## config.mk

```make
export PLATFORM = sky130hd
export DESIGN_NAME = enc_cmd_sequencer
export DESIGN_NICKNAME = d
export VERILOG_FILES = /design/src/rtl/enc_pkg.sv /design/src/rtl/enc_init_rom.sv /design/src/rtl/enc_cmd_sequencer.sv
export SDC_FILE = /design/constraint.sdc
export NUM_CORES = 1
export LEC_CHECK = 0
export CAP_MARGIN = 40
export CORE_MARGIN = 2
export CORE_UTILIZATION = 50
export DETAILED_ROUTE_END_ITERATION = 10
export GPL_TIMING_DRIVEN = 0
export PLACE_DENSITY_LB_ADDON = 0.2
export SLEW_MARGIN = 20
export SYNTH_ARGS = -nofsm -noshare
export SYNTH_HDL_FRONTEND = slang
export SYNTH_SLANG_ARGS = --single-unit
export TNS_END_PERCENT = 10
```

## constraint.sdc

```tcl
create_clock -name clk -period 4.7 [get_ports clk]
set_input_delay 0.94 -clock clk [delete_from_list [all_inputs] [get_ports clk]]
set_output_delay 0.94 -clock clk [all_outputs]
set_load 0.02 [all_outputs]
```

## src/rtl/enc_pkg.sv

```systemverilog
// Shared definitions for the ENC28J60 command sequencer: SPI opcodes,
// control-register addresses, the command record and the FSM encoding.
package enc_pkg;

  // ENC28J60 SPI instruction opcodes (upper three bits of the command byte)
  localparam logic [2:0] OP_RCR = 3'b000;
  localparam logic [2:0] OP_RBM = 3'b001;
  localparam logic [2:0] OP_WCR = 3'b010;
  localparam logic [2:0] OP_WBM = 3'b011;
  localparam logic [2:0] OP_BFS = 3'b100;
  localparam logic [2:0] OP_BFC = 3'b101;
  localparam logic [2:0] OP_SRC = 3'b111;

  // ECON1 holds BSEL[1:0]; 0x1B..0x1F are visible from every bank
  localparam logic [4:0] ADDR_ECON1       = 5'h1F;
  localparam logic [4:0] ADDR_COMMON_BASE = 5'h1B;
  localparam logic [7:0] ECON1_BSEL_MASK  = 8'h03;

  typedef struct packed {
    logic [1:0] bank;
    logic [2:0] opcode;
    logic [4:0] addr;
    logic [7:0] data;
  } enc_cmd_t;

  typedef enum logic [2:0] {
    ST_POR_WAIT,
    ST_FETCH,
    ST_BANK_CLR,
    ST_BANK_SET,
    ST_ISSUE,
    ST_WAIT_END,
    ST_GAP,
    ST_IDLE
  } seq_state_t;

  // What the transaction currently in flight is, so GAP knows where to go
  typedef enum logic [1:0] {
    K_CLR,
    K_SET,
    K_PAY
  } xfer_kind_t;

  // Banked register and the selected bank is unknown or different
  function automatic logic needs_bank_sel(input enc_cmd_t c, input logic valid,
                                          input logic [1:0] cur);
    return (c.addr < ADDR_COMMON_BASE) && (!valid || (c.bank != cur));
  endfunction

endpackage

```

## src/rtl/enc_init_rom.sv

```systemverilog
// Fixed power-up register-write table for the ENC28J60. Purely
// combinational: index in, command record out.
module enc_init_rom
  import enc_pkg::*;
#(
  parameter int IDX_W = 3
) (
  input  logic [IDX_W-1:0] i_idx,
  output enc_cmd_t         o_cmd
);

  // Table lookup; unused indices read as an all-zero command
  always_comb begin
    o_cmd = '0;
    case (int'(i_idx))
      0: o_cmd = {2'd0, OP_WCR, 5'h08, 8'h00};
      1: o_cmd = {2'd0, OP_WCR, 5'h09, 8'h00};
      2: o_cmd = {2'd0, OP_WCR, 5'h0A, 8'hFF};
      3: o_cmd = {2'd0, OP_WCR, 5'h0B, 8'h0F};
      4: o_cmd = {2'd2, OP_WCR, 5'h00, 8'h0D};
      5: o_cmd = {2'd2, OP_WCR, 5'h02, 8'h32};
      6: o_cmd = {2'd2, OP_WCR, 5'h04, 8'h12};
      7: o_cmd = {2'd0, OP_BFS, 5'h1F, 8'h04};
      default: o_cmd = '0;
    endcase
  end

endmodule

```

## src/rtl/enc_cmd_sequencer.sv

```systemverilog
// Command sequencer in front of enc_driver. Waits out the chip power-on
// time, replays the init ROM, then serves user write commands. ECON1
// bank-select writes (BFC then optional BFS) are inserted whenever a banked
// register is addressed and the tracked bank does not match.
// Optional build macro ENC_SEQ_TIMEOUT_EN adds an end_flag watchdog that
// abandons a stuck transaction and raises the sticky err flag.
module enc_cmd_sequencer
  import enc_pkg::*;
#(
  parameter int POR_WAIT_CYCLES = 50000,
  parameter int GAP_CYCLES      = 4,
  parameter int ROM_DEPTH       = 8
`ifdef ENC_SEQ_TIMEOUT_EN
  , parameter int TIMEOUT_CYCLES = 1023
`endif
) (
  input  logic       clk,
  input  logic       rst,
  output logic       drv_run_req,
  input  logic       drv_end_flag,
  output logic [2:0] drv_opcode,
  output logic [4:0] drv_addr,
  output logic [7:0] drv_data,
  input  logic       usr_valid,
  output logic       usr_ready,
  input  logic [2:0] usr_opcode,
  input  logic [4:0] usr_addr,
  input  logic [7:0] usr_data,
  input  logic [1:0] usr_bank,
  output logic       init_done,
  output logic       busy,
  output logic       err
);

  localparam int POR_W = (POR_WAIT_CYCLES > 1) ? $clog2(POR_WAIT_CYCLES) : 1;
  localparam int GAP_W = (GAP_CYCLES > 1) ? $clog2(GAP_CYCLES) : 1;
  localparam int IDX_W = (ROM_DEPTH > 1) ? $clog2(ROM_DEPTH) : 1;
  localparam logic [IDX_W-1:0] ROM_LAST = IDX_W'(ROM_DEPTH - 1);

  seq_state_t       r_state, w_next;
  xfer_kind_t       r_kind;
  logic [POR_W-1:0] r_por_cnt;
  logic [GAP_W-1:0] r_gap_cnt;
  logic [IDX_W-1:0] r_rom_idx;
  enc_cmd_t         r_cmd;
  logic [1:0]       r_cur_bank;
  logic             r_cur_bank_valid;
  logic             r_init_done;
  logic             r_run_req;
  logic [2:0]       r_opcode;
  logic [4:0]       r_addr;
  logic [7:0]       r_data;

  enc_cmd_t w_rom_cmd, w_src, w_issue_cmd;
  logic     w_need_bank, w_por_done, w_gap_done, w_usr_accept, w_timeout;
  logic     w_usr_ready, w_busy;

  enc_init_rom #(.IDX_W(IDX_W)) u_rom (
    .i_idx (r_rom_idx),
    .o_cmd (w_rom_cmd)
  );

  // During init the ROM feeds FETCH; afterwards the latched user command does
  assign w_src       = r_init_done ? r_cmd : w_rom_cmd;
  assign w_issue_cmd = (r_state == ST_FETCH) ? w_src : r_cmd;
  assign w_need_bank = needs_bank_sel(w_src, r_cur_bank_valid, r_cur_bank);
  assign w_por_done  = (r_por_cnt == POR_W'(POR_WAIT_CYCLES - 1));
  assign w_gap_done  = (r_gap_cnt == GAP_W'(GAP_CYCLES - 1));
  assign w_usr_accept = usr_valid && w_usr_ready;

`ifdef ENC_SEQ_TIMEOUT_EN
  localparam int TO_W = (TIMEOUT_CYCLES > 1) ? $clog2(TIMEOUT_CYCLES) : 1;
  logic [TO_W-1:0] r_to_cnt;
  logic            r_err;

  assign w_timeout = (r_state == ST_WAIT_END) && !drv_end_flag &&
                     (r_to_cnt == TO_W'(TIMEOUT_CYCLES - 1));
  assign err = r_err;

  // Watchdog: counts cycles spent in WAIT_END, sets sticky err on expiry
  always_ff @(posedge clk) begin
    if (rst) begin
      r_to_cnt <= '0;
      r_err    <= 1'b0;
    end else begin
      r_to_cnt <= (r_state == ST_WAIT_END && !drv_end_flag && !w_timeout) ?
                  r_to_cnt + 1'b1 : '0;
      if (w_timeout) r_err <= 1'b1;
    end
  end
`else
  assign w_timeout = 1'b0;
  assign err       = 1'b0;
`endif

  // Next-state decode plus the state-derived status outputs
  always_comb begin
    w_next      = r_state;
    w_usr_ready = 1'b0;
    w_busy      = 1'b1;
    case (r_state)
      ST_POR_WAIT: if (w_por_done) w_next = ST_FETCH;
      ST_FETCH:    w_next = w_need_bank ? ST_BANK_CLR : ST_ISSUE;
      ST_BANK_CLR,
      ST_BANK_SET,
      ST_ISSUE:    w_next = ST_WAIT_END;
      ST_WAIT_END: if (drv_end_flag || w_timeout) w_next = ST_GAP;
      ST_GAP: begin
        if (w_gap_done) begin
          case (r_kind)
            K_CLR:   w_next = (r_cmd.bank == 2'd0) ? ST_ISSUE : ST_BANK_SET;
            K_SET:   w_next = ST_ISSUE;
            default: w_next = (r_init_done || r_rom_idx == ROM_LAST) ?
                              ST_IDLE : ST_FETCH;
          endcase
        end
      end
      ST_IDLE: begin
        w_busy      = 1'b0;
        w_usr_ready = r_init_done;
        if (usr_valid && r_init_done) w_next = ST_FETCH;
      end
      default: w_next = ST_POR_WAIT;
    endcase
  end

  // State, counters, driver interface registers and bank/ROM bookkeeping
  always_ff @(posedge clk) begin
    if (rst) begin
      r_state          <= ST_POR_WAIT;
      r_kind           <= K_PAY;
      r_por_cnt        <= '0;
      r_gap_cnt        <= '0;
      r_rom_idx        <= '0;
      r_cmd            <= '0;
      r_cur_bank       <= 2'd0;
      r_cur_bank_valid <= 1'b0;
      r_init_done      <= 1'b0;
      r_run_req        <= 1'b0;
      r_opcode         <= 3'd0;
      r_addr           <= 5'd0;
      r_data           <= 8'd0;
    end else begin
      r_state   <= w_next;
      r_por_cnt <= (r_state == ST_POR_WAIT && !w_por_done) ? r_por_cnt + 1'b1 : '0;
      r_gap_cnt <= (r_state == ST_GAP && !w_gap_done) ? r_gap_cnt + 1'b1 : '0;

      // Load the driver fields on entry to an issue state; run_req lasts
      // exactly that one cycle because every issue state leads to WAIT_END
      r_run_req <= 1'b0;
      case (w_next)
        ST_BANK_CLR: begin
          r_run_req <= 1'b1;
          r_opcode  <= OP_BFC;
          r_addr    <= ADDR_ECON1;
          r_data    <= ECON1_BSEL_MASK;
          r_kind    <= K_CLR;
        end
        ST_BANK_SET: begin
          r_run_req <= 1'b1;
          r_opcode  <= OP_BFS;
          r_addr    <= ADDR_ECON1;
          r_data    <= {6'b0, r_cmd.bank};
          r_kind    <= K_SET;
        end
        ST_ISSUE: begin
          r_run_req <= 1'b1;
          r_opcode  <= w_issue_cmd.opcode;
          r_addr    <= w_issue_cmd.addr;
          r_data    <= w_issue_cmd.data;
          r_kind    <= K_PAY;
        end
        default: ;
      endcase

      if (r_state == ST_FETCH) r_cmd <= w_src;
      if (w_usr_accept) r_cmd <= {usr_bank, usr_opcode, usr_addr, usr_data};

      // The bank is known once the final bank-select write has completed
      if (r_state == ST_WAIT_END && drv_end_flag &&
          (r_kind == K_SET || (r_kind == K_CLR && r_cmd.bank == 2'd0))) begin
        r_cur_bank       <= r_cmd.bank;
        r_cur_bank_valid <= 1'b1;
      end
      if (w_timeout) r_cur_bank_valid <= 1'b0;

      if (r_state == ST_GAP && w_gap_done && r_kind == K_PAY && !r_init_done) begin
        if (r_rom_idx == ROM_LAST) r_init_done <= 1'b1;
        else                       r_rom_idx   <= r_rom_idx + 1'b1;
      end
    end
  end

  assign drv_run_req = r_run_req;
  assign drv_opcode  = r_opcode;
  assign drv_addr    = r_addr;
  assign drv_data    = r_data;
  assign usr_ready   = w_usr_ready;
  assign busy        = w_busy;
  assign init_done   = r_init_done;

endmodule
```

# After elaboration in Yosys (flattened, before gate mapping)
# Memory sizes are Yosys's and may differ from the RTL's. A register that Yosys moved wholly into a read port is not among the register bits.
# Index checks and enable logic that the tools add are counted.
# classes
bitwise_logic	3
reduce_logical	31
multipliers	0
eq_ne	16
add_sub_neg	3
n_div	0
shifts	0
mux	21
magnitude_cmp	1
# op_table
cell	n
$mux 18	3
$mux 3	9
$pmux 8 s3	1
$eq 3x3->1 const B	6
$pmux 3 s6	1
$add 16x1->16 const B	1
$eq 16x16->1 const B	1
$eq 3x2->1 const B	4
$logic_and 1x1->1	11
$pmux 5 s2	1
$pmux 3 s3	1
$pmux 2 s3	1
$pmux 3 s2	1
$reduce_or 2->1	3
$reduce_or 3->1	2
$lt 5x5->1 const B	1
$eq 2x2->1 const B	2
$logic_not 1->1	4
$logic_not 2->1	2
$reduce_and 2->1	2
$reduce_bool 2->1	2
$add 3x1->3 const B	1
$eq 3x1->1 const B	1
$logic_not 3->1	1
7 further kinds	13
# word_totals
mem_count	1
inputBits	22
ramBits	0
latch_bits	0
regBits	65
out_inout_bits	21
romBits	128
# memory_table
name	depth	width	read_ports	rd_ports_with_merged_regs	wr	line_no	text
(no name shown)	8	16	1	1	0	enc_init_rom.sv:15	case (int'(i_idx))

# Depth between registers and ports, before layout
# Gate-level depths: netlist of run 1.
# logic_depth
ltp_word	9
ltp_mapped	11
ltp_nobuf	10

# Cells and area by module
# From an unflattened synthesis of run 1, not the netlist that was laid out.
# unflattened
cells_unflattened	357
hier_area_um2	3124.2
# modules_own_cells
module	area_each_um2	instances	cells_per_inst
enc_cmd_sequencer	2904.0	1	324
enc_init_rom	220.2	1	33

# Least setup slack after synthesis of run 1
# No wires, ideal clock.
# synth_timing
kind	register to register
from	register r_rom_idx[0]
to	register u_rom.o_cmd[11] (netlist name)
setup_ns	0.127
path_slack_ns	2.444
path_buffers	1
path_stages_with_launch	11
synth_period_minus_slack_ns	2.256
arrival_ns	2.129
path_cell_list	dfxtp_1 ha_1 ha_1 nor2_1 nand4_1 mux2i_1 or2_2 clkbuf_1 inv_1 ha_1 or3_1
# synth_between
elab_chain_cells	5
elab_cells_between_ends	6
# synth_rtl
item	line_no	text
start, declared	enc_cmd_sequencer.sv:44	logic [IDX_W-1:0] r_rom_idx;
start signal, assigned	enc_cmd_sequencer.sv:189	else r_rom_idx <= r_rom_idx + 1'b1;
parallel branches: the longest is 3 deep, another holds $add 3x1->3	-	
$mux 3 (no line) * (2 in a row)	-	
# Every way passes the cells marked *.
# A chain may end at the register's enable or synchronous reset.

# Final worst setup path of run 1
# layout_timing
from	register r_state[2]
to	output usr_ready
# layout_between
elab_chain_cells	2
# layout_rtl
item	line_no	text
start, declared	enc_cmd_sequencer.sv:40	seq_state_t r_state, w_next;
start signal, assigned	enc_cmd_sequencer.sv:144	r_state <= w_next;
$eq 3x3->1	enc_cmd_sequencer.sv:101	case (r_state)
$mux 1	enc_cmd_sequencer.sv:101	
end, declared	enc_cmd_sequencer.sv:25	output logic usr_ready,
# Every way passes these cells.

==> flow_summary.yaml, run 1 <==
placed_design:
  place.detailed.hpwl_um: 5790
  place.port_buffers: 40
  place.gp.congestion: 0.826
  placedCellCount: 493
clock_network:
  clock_sinks: 78
  cts_made_buffers: 9
  htreeDepth: 3
  cts_resized: 0
  clock_path_buffers: 2
  cts.root.buffer_cell: "sky130_fd_sc_hd__clkbuf_8"
  clk-insertion-delay-late_ns: 0.35
  cts_setup_buffers: 0
  holdBufCountCts: 0
  path_clk_slew_ns: 0.08
  tritoncts: "yes"
yosys:
  register_area_share_after_synthesis_pct: 45.4
  ff_latch_count_synth: 78
  post_synth_num_cell_types: 49
  asyncSetResetFlopFracSynth_pct: 0
  synth_enable_flop_cells: 0
  syn_avg_cell_area_um2: 9.22
  ys_warn_count: 0
  post_synth_instance_area_um2: 3440
  synthesized_net_count: 404
  syn-instance-count: 373
  synth_flop_cell: "sky130_fd_sc_hd__dfxtp_1"
layout:
  post_layout_nonfiller_instances: 509
  nFillCells: 591
  layout-drive-gt1-share_pct: 10.0
  syn2layout_area_growth_pct: 21.1
  fin_nets: 455
  insertedDiodeCount: 0
detailed_routing:
  m1WireLength_um: 3710
  route.met2.wl_um: 3850
  number_of_violations_reported_at_the_end_of_detailed_routing_iteration_0: 133
  drt-pass1-iter-count: 4
  dr_total_vias: 2807
  detail_route.drc_violations: 0
  drt_wl_cell_um: 15.5
  dr_wl_met3_um: 263
  drt-total-wl_um: 7890
  via_per_inst: 5.51
  top_layer: "met4"
  detail-route-antenna-nets: 0
timing:
  slew_headroom_pct: 61.6
  finalSetupViolCount: 0
  timing.final.crit_share_pct: 58.9
  slew_viol_final: 0
  hold_viol_final: 0
  tightest_slew_ns: 0.576
  finalHoldWorstSlack_ns: 0.433
  min_period_ns: 2.77
  clock-skew-final_ns: 0.0124
  setup-tns-final_ns: 0
  fmax_mhz: 361
  setup_repair_after_global_routing_missed_its_margin: "no"
worst_setup_path:
  path_buf_inv: 2
  critical_path.startpoint: "r_state[2]"
  crit_slowest_cell: "sky130_fd_sc_hd__clkdlybuf4s50_1"
  setup.reg_to_reg.worst_slack_ns: 2.11
  critPathTopFamily: "buffers and inverters"
  timing.rr.start: "r_rom_idx[0]"
  rr_worst_depth: 10
  ordered_cell_list_for_the_critical_path: "and2_1 -> buf_2 -> and3_1 -> clkdlybuf4s50_1"
  worst-setup-path-type: "reg -> out"
  worst_r2r_end: "u_rom.o_cmd[11]"
  cp-start-kind: "flop"
  crit_arrival_ns: 1.83
  critPathCaptureType: "output port"
  cp_slowest_stage_delay_ns: 0.59
  worst_ep_required_time_ns: 3.76
  cp_max_fo: 8
worst_hold_path:
  hold_path_depth: 1
  holdCritPathClass: "reg -> reg"
  hold_path_end: "r_gap_cnt[0]"
  timing.hold.worst.start: "r_gap_cnt[0]"
floorplanning:
  fp.dieArea_um2: 7560
  die_width_um: 86.9
  ioPinCount: 43
  initial_core_util_pct: 51.2
  core-area_um2: 6720
  die_h_um: 86.9
  placementRows: 30
global_route:
  grt_pass1_vias: 2728
  largest_net_degree_at_the_start_of_global_routing: 14
  antenna_found_initial: 0
  globalRoute.totalOverflow: 0
  global_route_wire_length_before_repair_um: 13100
  global_route.usage.total_pct: 22.3
job:
  cap_violations: 0
status:
  run_status: "complete, no violations"
pwr:
  worst_ir_drop_vdd_mv: 0.290
  leakagePower_nw: 1.66
  power_density_nw_per_um2: 365
-- flip-flops by register name (all words and copies together) (netlist names) --
| register | count |
|---|---|
| r_state | 3 |
| r_gap_cnt | 2 |
| r_cur_bank_valid | 1 |
| r_por_cnt | 16 |
| r_cmd | 18 |
| drv_data | 8 |
| drv_opcode | 3 |
| u_rom.o_cmd | 13 |
| r_rom_idx | 3 |
| drv_addr | 5 |
| init_done | 1 |
| drv_run_req | 1 |
| r_cur_bank | 2 |
| r_kind | 2 |
-- where the power goes --
group          total (W)  internal, W  switching, W
clock network   0.000557     0.000315      0.000243
logic           0.000243     0.000112      0.000131
registers       0.000718     0.000694     0.0000243
total            0.00152      0.00112      0.000398
-- worst max path at each step --
| stage | end | cells after the start |
|---|---|---|
| after floorplan | u_rom.o_cmd[11] | 10 |
| after global placement | drv_data[1] | 8 |
| after detailed placement | drv_data[1] | 8 |
| after CTS | usr_ready | 4 |
| after global routing | usr_ready | 4 |
| final | usr_ready | 4 |
-- final cells by class --
| type | count | area, µm² | share of cell area (%) |
|---|---|---|---|
| clock inverter | 5 | 82.6 | 1.98 |
| sequential | 78 | 1560 | 37.5 |
| buffer | 23 | 119 | 2.86 |
| timing repair buffer | 40 | 400 | 9.62 |
| multi-input combinational | 264 | 1730 | 41.5 |
| tap | 80 | 100 | 2.40 |
| inverter | 8 | 30.0 | 0.721 |
| clock buffer | 11 | 141 | 3.40 |
-- kinds of logic after synthesis --
group / count (synthesis) / share of synthesized area, %
AO/OA/AOI/OAI: 71 / 15.2
AND/OR/NAND/NOR: 154 / 23.7
multiplexers: 15 / 4.37
buffers and inverters: 31 / 4.33
adder cells (fa/ha/maj): 9 / 3.28
XOR/XNOR: 14 / 3.57
other: 1 / 0.109
flip-flops: 78 / 45.4
-- synth_stat cells, types with 8 or more instances --
library cell	number	area, µm²
sky130_fd_sc_hd__nand2b_1	10	62.6
sky130_fd_sc_hd__a211oi_1	22	165
sky130_fd_sc_hd__dfxtp_1	78	1560
sky130_fd_sc_hd__a21oi_1	21	105
sky130_fd_sc_hd__clkbuf_1	13	48.8
sky130_fd_sc_hd__inv_1	8	30.0
sky130_fd_sc_hd__nor3_1	11	55.1
sky130_fd_sc_hd__nor2_1	56	210
sky130_fd_sc_hd__ha_1	9	113
sky130_fd_sc_hd__nand2_1	12	45.0
sky130_fd_sc_hd__mux2i_1	15	150
sky130_fd_sc_hd__nand3_1	11	55.1
sky130_fd_sc_hd__xor2_1	10	87.6
-- cells in the final DEF (no fill, tap or decap), drive strengths merged, types with 12 or more instances in the layout --
master | netlist | layout
a211oi | 23 | 23
a21oi | 22 | 22
clkbuf | 13 | 24
clkdlybuf4s50 | 0 | 40
dfxtp | 78 | 78
mux2i | 15 | 15
nand2 | 12 | 12
nor2 | 56 | 56
nor3 | 12 | 12
-- per-layer routing --
metal | vias up | GRT usage, %
met4 | 0 | 5.54
met1 | 1345 | 28.7
li1 | 1412 | -
met3 | 7 | 4.83
met2 | 43 | 38.0
met5 | - | 0
-- per-stage QoR --
| stage | power (W) | setup slack (ns) | cell area (µm²) | utilization (%) |
|---|---|---|---|---|
| detailed placement | 0.000976 | 1.73 | 3940 | 58.6 |
| CTS | 0.00152 | 1.92 | 4160 | 62.0 |
| finish | 0.00152 | 1.93 | 4160 | 62.0 |
| global placement | 0.000973 | 1.77 | 3940 | 58.6 |
| global route | 0.00158 | 1.83 | 4160 | 62.0 |
| floorplan | 0.000883 | 2.44 | 3440 | - |
Note: power is estimated with default switching activity, not from simulation.
==> run 2, diff against run 1 <==
clock period = 2.7 ns   (was 4.7 ns; I/O delays follow)
==> run 2 against run 1 <==
Die area is the same; critical path depth grew 4; power is 74% higher; clock power rose by 74%; sequential share of layout area is 0.10 points lower.
==> flow_summary.yaml, run 2 (synthesized netlist as in run 1, its figures left out) <==
worst_setup_path:
  cp-start-kind: "flop"
  worst-setup-path-type: "reg -> reg"
  setup.reg_to_reg.worst_slack_ns: 0.19
  critPathCaptureType: "flop"
  worst_ep_required_time_ns: 2.94
  timing.rr.start: "init_done"
  crit_arrival_ns: 2.75
  cp_max_fo: 10
  rr_worst_depth: 8
  worst_r2r_end: "drv_data[1]"
clock_network:
  cts_resized: 0
  path_clk_slew_ns: 0.08
  cts_made_buffers: 9
  cts_setup_buffers: 0
  tritoncts: "yes"
  clk-insertion-delay-late_ns: 0.35
  clock_sinks: 78
  htreeDepth: 3
  cts.root.buffer_cell: "sky130_fd_sc_hd__clkbuf_8"
  holdBufCountCts: 0
  clock_path_buffers: 2
job:
  cap_violations: 0
layout:
  syn2layout_area_growth_pct: 21.4
  most-common-layout-cells: "sky130_fd_sc_hd__dfxtp_1 (78), sky130_fd_sc_hd__nor2_1 (56), sky130_fd_sc_hd__clkdlybuf4s50_1 (40)"
  nFillCells: 592
  largest_register_ff_count: 18
  layout-drive-gt1-share_pct: 10.5
  multi_input_area_um2: 1730
  area.sequential_um2: 1560
  regMostFlops: "r_cmd"
  insertedDiodeCount: 0
  utilization_pct: 62.1
  fin_nets: 456
  mostFrequentLayoutCell: "sky130_fd_sc_hd__dfxtp_1"
timing:
  finalSetupViolCount: 0
  hold_viol_final: 0
  timing.final.crit_share_pct: 92.8
  final_worst_path_setup_slack_ns: 0.195
  slew_viol_final: 0
  setup_repair_after_global_routing_missed_its_margin: "no"
  min_period_ns: 2.51
  clock-skew-final_ns: 0.0126
  tightest_slew_ns: 0.572
  fmax_mhz: 399
  slew_headroom_pct: 61.8
  setup-tns-final_ns: 0
pwr:
  power_density_nw_per_um2: 633
  leakagePower_nw: 1.66
  worst_ir_drop_vdd_mv: 0.504
worst_hold_path:
  hold_path_end: "r_gap_cnt[0]"
  timing.hold.worst.start: "r_gap_cnt[0]"
  holdCritPathClass: "reg -> reg"
  hold_path_depth: 1
detailed_routing:
  number_of_violations_reported_at_the_end_of_detailed_routing_iteration_0: 139
  drt_wl_cell_um: 15.5
  detail-route-antenna-nets: 0
  detail_route.drc_violations: 0
  drt-pass1-iter-count: 4
  dr_total_vias: 2839
  via_per_inst: 5.57
  drt-total-wl_um: 7920
floorplanning:
  die_h_um: 86.9
  placementRows: 30
  core-area_um2: 6720
  die_width_um: 86.9
  ioPinCount: 43
  fp.dieArea_um2: 7560
  initial_core_util_pct: 51.2
placed_design:
  place.detailed.hpwl_um: 5790
  dp_worst_setup_slack_ns: 0.128
  place.gp.congestion: 0.826
  place.port_buffers: 40
global_route:
  global_route_wire_length_before_repair_um: 13100
  globalRoute.totalOverflow: 0
  global_route.usage.total_pct: 22.3
  largest_net_degree_at_the_start_of_global_routing: 14
  grt_pass1_vias: 2728
  antenna_found_initial: 0
status:
  run_status: "complete, no violations"
-- run 2: layout make-up --
type,count,area share (%)
plain buffers,22,2.76
clock buffers,11,3.39
clock inverters,5,1.98
inverters,8,0.719
multi-input cells,264,41.4
flip-flops and latches,78,37.4
well taps,80,2.40
repair buffers,42,9.95
-- run 2: routing by layer --
layer,GRT usage [%],wire (µm)
met1,28.7,3730
met2,38.0,3870
met3,4.83,224
met4,5.54,97
met5,0,0
-- run 2: worst max-delay path by stage --
stage	startpoint	end	slack (ns)	cells past startpoint
after floorplan	r_rom_idx[0]	u_rom.o_cmd[11]	0.44	10
after global placement	drv_end_flag	drv_data[1]	0.17	8
after detailed placement	drv_end_flag	drv_data[1]	0.13	8
after CTS	r_rom_idx[0]	u_rom.o_cmd[11]	0.13	10
after global routing	r_rom_idx[0]	u_rom.o_cmd[2]	0.03	10
final	init_done	drv_data[1]	0.19	8
-- run 2: metrics by stage --
| step | std cells | instance area [µm²] | hold WS [ns] | total power [W] |
|---|---|---|---|---|
| floorplan | 373 | 3440 | 0.405 | 0.00154 |
| global placement | 493 | 3940 | 0.418 | 0.00169 |
| detailed placement | 493 | 3940 | 0.426 | 0.00170 |
| CTS | 509 | 4160 | 0.437 | 0.00265 |
| global route | 510 | 4170 | 0.452 | 0.00275 |
| finish | 510 | 4170 | 0.433 | 0.00264 |
-- run 2: where the power goes --
part | internal, W | switching (W) | total [W]
Combinational | 0.000196 | 0.000228 | 0.000423
Sequential | 0.00121 | 0.0000423 | 0.00125
Clock | 0.000548 | 0.000423 | 0.000971
Total | 0.00195 | 0.000693 | 0.00264
-- run 2: critical path: stages, from the launching register on --
cell,delay [ns]
sky130_fd_sc_hd__dfxtp_1,0.51
sky130_fd_sc_hd__buf_6,0.20
sky130_fd_sc_hd__nand3_1,0.09
sky130_fd_sc_hd__a221oi_2,0.48
sky130_fd_sc_hd__a211oi_4,0.13
sky130_fd_sc_hd__nor3_4,0.38
sky130_fd_sc_hd__buf_6,0.20
sky130_fd_sc_hd__nor3_1,0.07
sky130_fd_sc_hd__a2111oi_2,0.33
==> run 3, diff against run 2 <==
MAX_ROUTING_LAYER = met4   (was default)
==> run 3 against run 2 <==
Maximum frequency rose by 0.43%; clock skew increased by 0.00058 ns; die area is the same; first-iteration DRC count shrank 5.0%; register-to-register slack about the same; count of clock-buffer cells in the layout stayed put; setup slack improved by 0.011 ns; final area is the same; final cell count did not move; critical path type unchanged; largest cell class unchanged.
==> flow_summary.yaml, run 3 (synthesized netlist as in run 1, its figures left out) <==
status:
  run_status: "complete, no violations"
clock_network:
  cts.root.buffer_cell: "sky130_fd_sc_hd__clkbuf_8"
  clock_sinks: 78
  holdBufCountCts: 0
  clk-insertion-delay-late_ns: 0.35
  cts_made_buffers: 9
  htreeDepth: 3
  tritoncts: "yes"
  clock_path_buffers: 2
  path_clk_slew_ns: 0.08
detailed_routing:
  drt-pass1-iter-count: 4
  detail-route-antenna-nets: 0
  drt_wl_cell_um: 15.5
  via_per_inst: 5.52
  drt-total-wl_um: 7890
  dr_total_vias: 2814
  detail_route.drc_violations: 0
  number_of_violations_reported_at_the_end_of_detailed_routing_iteration_0: 132
worst_setup_path:
  cp_max_fo: 4
  worst_r2r_end: "u_rom.o_cmd[4]"
  setup.reg_to_reg.worst_slack_ns: 0.21
  crit_arrival_ns: 2.74
  worst_ep_required_time_ns: 2.94
  worst-setup-path-type: "reg -> reg"
  critPathCaptureType: "flop"
  cp-start-kind: "flop"
  timing.rr.start: "r_rom_idx[0]"
  rr_worst_depth: 10
floorplanning:
  die_width_um: 86.9
  core-area_um2: 6720
  die_h_um: 86.9
  initial_core_util_pct: 51.2
  placementRows: 30
  fp.dieArea_um2: 7560
  ioPinCount: 43
job:
  cap_violations: 0
global_route:
  global_route_wire_length_before_repair_um: 13100
  global_route.usage.total_pct: 23.0
  grt_pass1_vias: 2725
  globalRoute.totalOverflow: 0
  antenna_found_initial: 0
  largest_net_degree_at_the_start_of_global_routing: 14
timing:
  tightest_slew_ns: 0.581
  final_worst_path_setup_slack_ns: 0.205
  slew_headroom_pct: 61.3
  setup-tns-final_ns: 0
  hold_viol_final: 0
  finalSetupViolCount: 0
  setup_repair_after_global_routing_missed_its_margin: "no"
  min_period_ns: 2.49
  fmax_mhz: 401
  clock-skew-final_ns: 0.0132
  slew_viol_final: 0
  timing.final.crit_share_pct: 92.4
placed_design:
  place.port_buffers: 40
  place.gp.congestion: 0.838
  place.detailed.hpwl_um: 5790
  dp_worst_setup_slack_ns: 0.128
worst_hold_path:
  hold_path_end: "r_gap_cnt[0]"
  timing.hold.worst.start: "r_gap_cnt[0]"
  holdCritPathClass: "reg -> reg"
  hold_path_depth: 1
layout:
  syn2layout_area_growth_pct: 21.4
  fin_nets: 456
  nFillCells: 592
  mostFrequentLayoutCell: "sky130_fd_sc_hd__dfxtp_1"
  regMostFlops: "r_cmd"
  layout-drive-gt1-share_pct: 10.5
  largest_register_ff_count: 18
  insertedDiodeCount: 0
  most-common-layout-cells: "sky130_fd_sc_hd__dfxtp_1 (78), sky130_fd_sc_hd__nor2_1 (56), sky130_fd_sc_hd__clkdlybuf4s50_1 (40)"
pwr:
  worst_ir_drop_vdd_mv: 0.507
  power_density_nw_per_um2: 633
  leakagePower_nw: 1.66
  finalPower_w: 0.00264
[run 3: per-stage QoR]
step	hold slack, ns	instances	instance area (µm²)	utilization, %
CTS	0.437	509	4160	62.0
global placement	0.418	493	3940	58.6
finish	0.433	510	4170	62.1
floorplan	0.405	373	3440	-
detailed placement	0.426	493	3940	58.6
global route	0.452	510	4170	62.1
[run 3: final cells by class]
cell class	instances	area [µm²]	share of cell area (%)
Timing Repair Buffer	42	415	9.95
Inverter	8	30.0	0.719
Buffer	22	115	2.76
Tap cell	80	100	2.40
Multi-Input combinational cell	264	1730	41.4
Sequential cell	78	1560	37.4
Clock inverter	5	82.6	1.98
Clock buffer	11	141	3.39
[run 3: worst max-delay path, cell delays in order, from the launching register on]
cell and delay [ns]:
sky130_fd_sc_hd__dfxtp_1 0.33, sky130_fd_sc_hd__ha_1 0.20, sky130_fd_sc_hd__ha_1 0.22, sky130_fd_sc_hd__nor2_1 0.14, sky130_fd_sc_hd__nand4_1 0.21, sky130_fd_sc_hd__buf_4 0.20
sky130_fd_sc_hd__xor2_1 0.17, sky130_fd_sc_hd__nor2_1 0.27, sky130_fd_sc_hd__inv_1 0.14, sky130_fd_sc_hd__ha_1 0.33, sky130_fd_sc_hd__a21o_1 0.18
[run 3: repair_timing]
item                                    4_1_cts  5_1_grt
buffers inserted                              0        2
endpoints found under the setup margin        0        2
gates resized for setup                       0        0
[run 3: worst max-delay path by stage]
stage	startpoint	end	slack, ns	cells past startpoint
5_1_grt	r_rom_idx[0]	u_rom.o_cmd[2]	0.01	10
6_report	r_rom_idx[0]	u_rom.o_cmd[4]	0.21	10
3_5_place_dp	drv_end_flag	drv_data[1]	0.13	8
2_1_floorplan	r_rom_idx[0]	u_rom.o_cmd[11]	0.44	10
3_3_place_gp	drv_end_flag	drv_data[1]	0.17	8
4_1_cts	r_rom_idx[0]	u_rom.o_cmd[11]	0.13	10
[run 3: per-layer routing]
metal	vias up	GRT usage, %	share of wire [%]
met4	0	5.54	0.79
li1	1416	-	-
met5	-	-	0
met3	7	4.83	3.4
met2	53	38.0	49
met1	1338	28.8	47
[run 3: power by group]
group	switching [W]	internal (W)	leakage, nW
Combinational	0.000227	0.000196	0.920
Clock	0.000419	0.000548	0.113
Sequential	0.0000424	0.00121	0.630
Total	0.000689	0.00195	1.66
==> RTL change, RTL diff (config.mk and constraints of run 3) <==
Encoding of `xfer_kind_t`: now one-hot (3 bits for 3 values).
--- a/src/rtl/enc_pkg.sv
+++ b/src/rtl/enc_pkg.sv
@@ -37,6 +37,6 @@
   // What the transaction currently in flight is, so GAP knows where to go
-  typedef enum logic [1:0] {
-    K_CLR,
-    K_SET,
-    K_PAY
+  typedef enum logic [2:0] {
+    K_CLR = 3'b001,
+    K_SET = 3'b010,
+    K_PAY = 3'b100
   } xfer_kind_t;
Behaviour: same outputs for any inputs over 10 cycles, from zero or initial values and one cycle with rst high; not proved beyond that.
==> RTL change against run 3 <==
Setup slack got worse by 0.14 ns. Design area increased by 2.8%. Sequential cell count increased by 1. Synthesized area increased by 1.7%. Wire length increased by 5.5%. Sequential share of layout area decreased by 0.57 points.
Power is not compared: it rests on default switching activity, and its combinational part moved more than twofold at a synthesized area within 25%.
==> RTL change: results (changes against run 3) <==
Biggest register r_cmd; final worst hold slack 0.426 ns (-0.00635 ns); Max Used Layer met4; pre-CTS WS 0.0834 ns (-0.0449 ns); 1st-pass router iterations 5 (+1); Final Wtd Congestion 0.870 (+3.8%); GR Layer Usage met2 0.367 (-0.0125); post-CTS sizing 0 (unchanged); xor and xnor area share after synthesis 0.0401 (+0.00441); vias in the first global route 2933 (+7.6%); post-synthesis sequential area ratio 0.452 (-0.00191); clk slew on worst S/H paths 0.08 ns (about the same); combinational power 0.0000636 W; worst-path maximum fanout 10 (+6); R2R Path End u_rom.o_cmd[1]$_DFF_P_; max reg flops 18 (unchanged); top cells by count, synth dfxtp_1 (79), nor2_1 (50), a211oi_1 (27); H-Tree Depth 3 (unchanged); Diodes inserted 0 (unchanged); met2 routed WL 3700 um (-4.2%); worst r2r src r_state[1]$_SDFF_PP0_; gr usage total 0.240 (+0.0106); nets@finish 469 (+2.9%); clock root cell clkbuf_8; CP endpoint kind flip-flop; actual slew at the worst max-slew pin 0.737 ns (+0.156 ns); Via Count 3015 (+7.1%); met1 WL 3940 um (+6.6%); met3 WL 521 um (+94%); M1 GR Usage 0.317 (+0.0287); share of layout cells above drive strength 1 0.0790 (-0.0256); GRT met3 Usage 0.0481 (-0.000273); Clock Latency Late Sink around 0.36 ns; Ys Warns 0 (unchanged); critical path arrival 2.88 ns (+0.14 ns); worst-case clock buffer depth 2 (unchanged); worst r2r path cells 8 (-2); synth top area cells dfxtp_1 (45%), a211oi_1 (5.8%), nor2_1 (5.4%); mux cell area share after synthesis 0.0372 (-0.00646); first-pass GRT wire length 13800 um (+5.2%); Filler cells 585 (-1.2%); post-DP HPWL 6030 um (+4.1%); area fraction in compound gates after synthesis 0.185 (+0.0325); Reg power frac 0.511; status complete, no violations; syn nets 417 (+3.2%); Port Buffer Count 41 (+2.5%); Hold Path Origin r_gap_cnt[0]$_SDFF_PP0_; initial antenna violation count 0 (unchanged); worst min path class flip-flop to flip-flop; CP startpoint kind flip-flop; initial DRC count 188 (+42%); Lkg Pwr 1.68 nW; overall routed net length 8320 um (+5.5%); post-synthesis async set-or-reset flop share 0 (unchanged); Worst Hold Path EP r_gap_cnt[0]$_SDFF_PP0_; clock skew 0.0119 ns (-0.00133 ns); Netlist cell types 54 (+10%); adder-cell share of the synthesized area 0.0322 (-0.000551)
## RTL change: cell type report
class | count | area, um^2 | share of cell area
plain buffers | 26 | 111 | 0.0259
clock buffers | 10 | 128 | 0.0297
multi-input cells | 274 | 1810 | 0.421
inverters | 7 | 26.3 | 0.00612
well taps | 96 | 120 | 0.0280
repair buffers | 41 | 410 | 0.0956
flip-flops and latches | 79 | 1580 | 0.368
clock inverters | 6 | 109 | 0.0254
## RTL change: through the flow
step	TNS, ns	power, W	instances	cell area [um^2]
after floorplan	0	0.00122	386	3500
after global placement	0	0.00126	523	4030
after detailed placement	0	0.00126	523	4030
after CTS	0	0.00229	539	4260
after global routing	-0.773	0.00234	539	4290
final	0	0.00229	539	4290
## RTL change: critical path, stage by stage (launching register included)
cell	delay [ns]
dfxtp_1	0.36
buf_1	0.33
and4b_1	0.31
nand4_1	0.28
xor2_1	0.25
nor2_1	0.32
inv_1	0.15
ha_1	0.33
a21o_1	0.19
